[src/rtl/i2s_dac_tx_if.sv]
// i2s_dac_tx_if: stereo sample handshake between a sample source and the I2S transmitter
interface i2s_dac_tx_if #(parameter int DATA_W = 24);
  logic [DATA_W-1:0] l_in;
  logic [DATA_W-1:0] r_in;
  logic in_valid;
  logic in_ready;
  modport master(output l_in, output r_in, output in_valid, input in_ready);
  modport slave(input l_in, input r_in, input in_valid, output in_ready);
endinterface

[src/rtl/i2s_dac_tx.sv]
// i2s_dac_tx: I2S DAC transmitter, 64 bclk slots per frame, one-entry holding buffer
module i2s_dac_tx #(
  parameter int DATA_W = 24,
  parameter int BCLK_HALF = 4
) (
  input logic clk,
  input logic reset,
  i2s_dac_tx_if.slave bus,
  output logic ac_bclk,
  output logic ac_lrclk,
  output logic ac_dac_sdata,
  output logic frame_start,
  output logic underrun
);
  localparam int DW = $clog2(BCLK_HALF);
  logic [DW-1:0] div;
  logic [5:0] slot;
  logic [5:0] ns;
  logic full;
  logic [DATA_W-1:0] hold_l;
  logic [DATA_W-1:0] hold_r;
  logic [DATA_W-1:0] sh_l;
  logic [DATA_W-1:0] sh_r;
  logic tc;
  logic fall;
  logic load;
  logic active;
  assign tc = div == DW'(BCLK_HALF - 1);
  assign fall = tc && ac_bclk;
  assign load = fall && slot == 6'd63;
  assign ns = slot + 6'd1;
  assign active = slot != 6'd63 && {1'b0, slot[4:0]} < 6'(DATA_W);
  assign bus.in_ready = reset || !full;
  always_ff @(posedge clk)
    if (reset) begin
      div <= '0;
      slot <= 6'd63;
      ac_bclk <= 1'b0;
      ac_lrclk <= 1'b0;
      ac_dac_sdata <= 1'b0;
      frame_start <= 1'b0;
      underrun <= 1'b0;
      full <= 1'b0;
      hold_l <= '0;
      hold_r <= '0;
      sh_l <= '0;
      sh_r <= '0;
    end else begin
      div <= tc ? '0 : div + DW'(1);
      ac_bclk <= ac_bclk ^ tc;
      frame_start <= load;
      underrun <= load && !full && !bus.in_valid;
      if (fall) begin
        slot <= ns;
        ac_lrclk <= ns[5];
        ac_dac_sdata <= active && (slot[5] ? sh_r[DATA_W-1] : sh_l[DATA_W-1]);
      end
      if (load) begin
        sh_l <= full ? hold_l : bus.in_valid ? bus.l_in : '0;
        sh_r <= full ? hold_r : bus.in_valid ? bus.r_in : '0;
        full <= 1'b0;
      end else begin
        if (fall && active && !slot[5]) sh_l <= sh_l << 1;
        if (fall && active && slot[5]) sh_r <= sh_r << 1;
        if (bus.in_valid && !full) begin
          hold_l <= bus.l_in;
          hold_r <= bus.r_in;
          full <= 1'b1;
        end
      end
    end
endmodule

[src/flat_wrapper.sv]
// flat-port wrapper written by rule: the top's interface ports become plain ports
module i2s_dac_tx_flat 
#(
  parameter int DATA_W = 24,
  parameter int BCLK_HALF = 4
)
  (clk, reset, ac_bclk, ac_lrclk, ac_dac_sdata, frame_start, underrun, bus_l_in, bus_r_in, bus_in_valid, bus_in_ready);
  i2s_dac_tx_if #(.DATA_W(DATA_W)) bus_i ();
  input logic clk;
  input logic reset;
  output logic ac_bclk;
  output logic ac_lrclk;
  output logic ac_dac_sdata;
  output logic frame_start;
  output logic underrun;
  input wire logic [$bits(bus_i.l_in)-1:0] bus_l_in;
  input wire logic [$bits(bus_i.r_in)-1:0] bus_r_in;
  input wire logic [$bits(bus_i.in_valid)-1:0] bus_in_valid;
  output wire logic [$bits(bus_i.in_ready)-1:0] bus_in_ready;
  assign bus_i.l_in = bus_l_in;
  assign bus_i.r_in = bus_r_in;
  assign bus_i.in_valid = bus_in_valid;
  assign bus_in_ready = bus_i.in_ready;
  i2s_dac_tx #(.DATA_W(DATA_W), .BCLK_HALF(BCLK_HALF)) u_core (.clk(clk), .reset(reset), .bus(bus_i), .ac_bclk(ac_bclk), .ac_lrclk(ac_lrclk), .ac_dac_sdata(ac_dac_sdata), .frame_start(frame_start), .underrun(underrun));
endmodule
[config.mk]
export PLATFORM = sky130hd
export DESIGN_NAME = i2s_dac_tx_flat
export DESIGN_NICKNAME = d
export VERILOG_FILES = /design/src/rtl/i2s_dac_tx_if.sv /design/src/rtl/i2s_dac_tx.sv /design/src/flat_wrapper.sv
export SDC_FILE = /design/constraint.sdc
export NUM_CORES = 1
export LEC_CHECK = 0
export ABC_AREA = 1
export BUFFER_PORTS_ARGS = -buffer_cell sky130_fd_sc_hd__buf_2
export CAP_MARGIN = 20
export CORE_UTILIZATION = 61
export CTS_CLUSTER_DIAMETER = 60
export DETAILED_ROUTE_END_ITERATION = 12
export GPL_ROUTABILITY_DRIVEN = 0
export PLACE_DENSITY = 0.85
export SYNTH_ARGS = -nofsm -noshare
export SYNTH_HDL_FRONTEND = slang
export SYNTH_SLANG_ARGS = --single-unit
[constraint.sdc]
create_clock -name clk -period 2.7 [get_ports clk]
set_clock_uncertainty 0.05 [all_clocks]
set_input_delay 0.27 -clock clk [delete_from_list [all_inputs] [get_ports clk]]
set_output_delay 0.27 -clock clk [all_outputs]
set_load 0.005 [all_outputs]
# Word level (Yosys, flattened, before mapping)
# Cells that the tools add are included.
# Widths: inputs -> output; s select.
[word_totals] reg_bits=110 input_bits=51 output_inout_bits=6 elab_cells=48
[op_classes] n_addsub=2 magnitude_cmp=1 eq_ne=3 mux=9 bitwise=2 reduce_logical=19
[op_table] cell="$mux 24" n=8
[op_table] cell="$logic_and 1x1->1" n=10
[op_table] cell="$add 6x1->6 const B" n=1
[op_table] cell="$eq 6x6->1 const B" n=1
[op_table] cell="$ne 6x6->1 const B" n=1
[op_table] cell="$lt 5x5->1 const B" n=1
[op_table] cell="$reduce_bool 2->1" n=2
[op_table] cell="$reduce_or 2->1" n=2
[op_table] cell="$logic_not 1->1" n=3
[op_table] cell="$add 2x1->2 const B" n=1
[op_table] cell="$eq 2x2->1 const B" n=1
[op_table] cell="$reduce_and 2->1" n=1
[op_table] cell="$logic_or 1x1->1" n=1
[op_table] cell="$mux 1" n=1
[op_table] cell="$not 1->1" n=1
[op_table] cell="$xor 1x1->1" n=1

# Longest topological paths before layout
[depth] depth_word=6 mapped_depth=10 depth_no_buf=8

# Worst setup path after synthesis
# OpenSTA, ideal clock, no wires.
[synth_timing] path_kind="reg-to-reg" startpoint="reg u_core.div[0]" endpoint="reg u_core.sh_r[10]" setup_ps=117 arrival_ps=1484 required_ps=2533 path_slack_ps=1049 path_stages_with_launch=10 path_buffers=3 synth_period_minus_slack_ps=1651 cell_sequence="dfxtp_1 > ha_1 > ha_1 > buf_2 > nand3_4 > nand2_2 > buf_6 > buf_4 > o21ai_0 > nor2_1"
[synth_via] elab_chain_cells=5 elab_cells_between_ends=7
[synth_lines] item="from (decl)" line_no="i2s_dac_tx.sv:16" source="logic [DW-1:0] div;"
[synth_lines] item="from (signal assigned)" line_no="i2s_dac_tx.sv:49" source="div <= tc ? '0 : div + DW'(1);"
[synth_lines] item="$eq 2x2->1 *" line_no="i2s_dac_tx.sv:28" source="assign tc = div == DW'(BCLK_HALF - 1);"
[synth_lines] item="$logic_and 1x1->1 *" line_no="i2s_dac_tx.sv:29" source="assign fall = tc && ac_bclk;"
[synth_lines] item="via u_core.fall" line_no="i2s_dac_tx.sv:25" source="logic fall;"
[synth_lines] item="$logic_and 1x1->1 (2 in series)" line_no="i2s_dac_tx.sv:64" source="if (fall && active && slot[5]) sh_r <= sh_r << 1;"
[synth_lines] item="$reduce_bool 2->1 (no line)"
[synth_lines] item="to (signal assigned)" line_no="i2s_dac_tx.sv:60" source="sh_r <= full ? hold_r : bus.in_valid ? bus.r_in : '0;"
[synth_lines] item="to (signal assigned)" line_no="i2s_dac_tx.sv:64"
[synth_lines] item="to (decl)" line_no="i2s_dac_tx.sv:23" source="logic [DATA_W-1:0] sh_r;"
# Mark *: on every way through the listed nets, which the timed path passes. The rest lies on a longest branch.
# A chain may end at the register's enable or synchronous reset.

# Worst setup path in the final report
[layout_timing] startpoint="reg u_core.div[0]" endpoint="reg u_core.hold_r[5]"
[layout_via] elab_chain_cells=5
[layout_lines] item="$eq 2x2->1" line_no="i2s_dac_tx.sv:28"
[layout_lines] item="$logic_and 1x1->1" line_no="i2s_dac_tx.sv:29"
[layout_lines] item="$logic_and 1x1->1" line_no="i2s_dac_tx.sv:30" source="assign load = fall && slot == 6'd63;"
[layout_lines] item="$not 1->1 (no line)"
[layout_lines] item="$reduce_and 2->1 (no line)"
[layout_lines] item="to (signal assigned)" line_no="i2s_dac_tx.sv:67" source="hold_r <= bus.r_in;"
[layout_lines] item="to (decl)" line_no="i2s_dac_tx.sv:21" source="logic [DATA_W-1:0] hold_r;"
# No other way between the ends.

==> impl_metrics.ini <==
[worst_setup_path]
cpLargestDelayFamily = buffers and inverters
cpPeakStageDelay_ps = 670
cp.required_ps = 2940
path_class = flop to flop
r2r_start = u_core.div[0]
reg2reg_slack_ps = 570
critPathMaxFanout = 48
startpoint = u_core.div[0]
start_kind = flop
crit_chain = ha_1 > ha_1 > nand3_2 > nand2_2 > inv_2 > nor2_1 > nor2_1
worst_r2r_endpoint = u_core.hold_r[5]
critPathBufInv = 1
arrival_ps = 2370
cp-end-kind = flop
r2r_cells = 7
cp_slowest_cell = inv_2

[min_path]
hold_start = bus_r_in[15]
min_to = u_core.hold_r[15]
hold_depth = 3
min_path_type = primary input to flop

[layout]
post-route-util = 0.682
area_delta_synth_final_pct = 7.48
stdcell_count = 888
drive_gt1_frac = 0.115
nets = 833
insertedDiodeCount = 0

[flow_run]
maxCapViolCount = 0

[clock_tree]
post_cts_buffers = 0
htreeDepth = 3
root_buffer = clkbuf_8
numClockSinks = 110
clk_latency_ps = 360
cts_resized = 0
clkTransAtPathRegs_ps = 100
cts_tree = done
cts_buffers = 9
ctsHoldBuffers = 0
clockBufferDepth = 2

[route]
first_pass_iters = 5
drt_wl_total_um = 11400
viasPerCell = 5.35
drt_iter0_drc = 264
routedWlPerCell_um = 12.8
postRouteAntennaNets = 0
drcViolationCount = 0
via_count = 4749

[floorplanning]
core_um2 = 8260
die_area_um2 = 8960
row_count = 33
die_y_um = 94.7
io_pins = 57
initial_core_util = 0.634
die_width_um = 94.7

[sta]
tightestPinTransition_ps = 906
drv_slew = 0
final-setup-viol-count = 0
finalHoldViolations = 0
rsz0062_at_grt = no
finalCritPeriodShare = 0.787
clock.fmax_mhz = 470
finalCriticalPeriod_ps = 2130
relSlewSlack = 0.395
holdWs_ps = 114
setup_tns_ps = 0

[synth]
ys.flop_type = dfxtp_1
synth_seq_cells = 110
async_flop_share = 0
yosysMostFrequentCell = nor2_1
syn_area_um2 = 5240
synthDistinctLibCells = 30
yosys.area.top_type = dfxtp_1
avgSynthCellArea_um2 = 6.95
syn_inst = 754
synthTopCellsByArea = dfxtp_1, nor2_1, o21ai_0
synth_warnings = 0
syn_nets = 809
synth_edf_count = 0
yosys-top-cells-count = nor2_1, dfxtp_1, nand2_1
yosysSeqAreaShare = 0.420
yosys.area.top_type_share = 0.420

[pwr]
ir_drop_mv = 0.295
leakage_nw = 2.76
clkPwrFrac = 0.343
switching_share = 0.243
power.switching_mw = 0.756
powerDensity_nw_per_um2 = 554
internal_power_mw = 2.36
seq_power_share = 0.555
p_total_mw = 3.12
power_frac_comb = 0.102

[global_routing]
grt_use_met1 = 0.289
grt_max_degree = 92
grt.overflow.total = 0
grt_pass1_vias = 4530
grt_pass1_wl_um = 19200
use_met2 = 0.508
grt-busiest-layer = met2
grtUsageTotal = 0.268
use_met3 = 0.0612
antenna_found_initial = 0

[outcome]
status = complete, no violations

[place]
dp_cells = 872
dpl.hpwl_um = 6970
portBuffers = 56
==> sequential cells by signal, indices dropped and copies added (netlist names) <==
register	cells
u_core.hold_l	24
u_core.hold_r	24
u_core.sh_l	24
u_core.sh_r	24
u_core.slot	6
u_core.div	2
u_core.ac_bclk	1
u_core.ac_dac_sdata	1
u_core.ac_lrclk	1
u_core.frame_start	1
u_core.full	1
u_core.underrun	1
==> area by class of cell <==
| type | instances | area (um2) |
|---|---|---|
| Tap cell | 105 | 131 |
| Sequential cell | 110 | 2200 |
| Multi-Input combinational cell | 533 | 2490 |
| Clock inverter | 3 | 67.6 |
| Clock buffer | 13 | 149 |
| Fill cell | 718 | 2630 |
| Timing Repair Buffer | 64 | 365 |
| Inverter | 60 | 225 |
==> per-stage QoR <==
stage	setup WS, ps	area [um2]
4_1_cts	587	5630
3_5_place_dp	624	5410
2_1_floorplan	1050	5240
6_report	574	5630
3_3_place_gp	722	5410
5_1_grt	417	5630
==> power by group through the flow <==
| stage | logic (mW) | clock network [mW] | registers [mW] |
|---|---|---|---|
| after floorplan | 0.229 | 0 | 1.76 |
| after global placement | 0.305 | 0 | 1.76 |
| after detailed placement | 0.318 | 0 | 1.77 |
| after CTS | 0.321 | 1.09 | 1.73 |
| after global routing | 0.365 | 1.14 | 1.73 |
| final | 0.319 | 1.07 | 1.73 |
==> routing by layer <==
metal	share of wire	vias up	wire, um
met5	0	-	0
met4	0.016	0	188
met3	0.042	16	483
met2	0.51	118	5840
met1	0.43	2172	4890
li1	-	2443	-
==> worst reg2reg max path, delay by kind of cell (launching register included) <==
| family | cells | cell delay (ps) |
|---|---|---|
| flip-flops | 1 | 330 |
| buffers and inverters | 1 | 670 |
| adder cells (fa/ha/maj) | 2 | 520 |
| AND/OR/NAND/NOR | 4 | 490 |
==> worst max-delay path by stage <==
stage	cells past startpoint	slack (ps)	to
2_1_floorplan	9	1050	u_core.sh_r[10]
3_3_place_gp	7	720	u_core.hold_l[15]
3_5_place_dp	7	620	u_core.hold_r[9]
4_1_cts	7	590	u_core.hold_r[9]
5_1_grt	7	420	u_core.hold_l[16]
6_report	7	570	u_core.hold_r[5]
==> cell families after synthesis <==
kind of cell	count (synthesis)	synth area share
buffers and inverters	111	0.105
adders and majority gates	4	0.00955
and+or+nand+nor	329	0.251
AOI/OAI and AO/OA	200	0.215
DFF	110	0.420
==> placed cells by master (no fill, tap or decap), types with 4 or more instances in the layout <==
cell | synthesis | layout
nor2_1 | 193 | 193
dfxtp_1 | 110 | 109
nand2_1 | 108 | 108
o21ai_0 | 85 | 85
o21ai_1 | 58 | 58
inv_1 | 58 | 57
buf_2 | 11 | 56
a21boi_0 | 45 | 45
nand3_1 | 14 | 14
clkbuf_8 | 0 | 10
a21oi_1 | 8 | 8
buf_4 | 3 | 6
nand2_2 | 4 | 4
ha_1 | 4 | 4
Note: power is estimated with default switching activity, not from simulation.
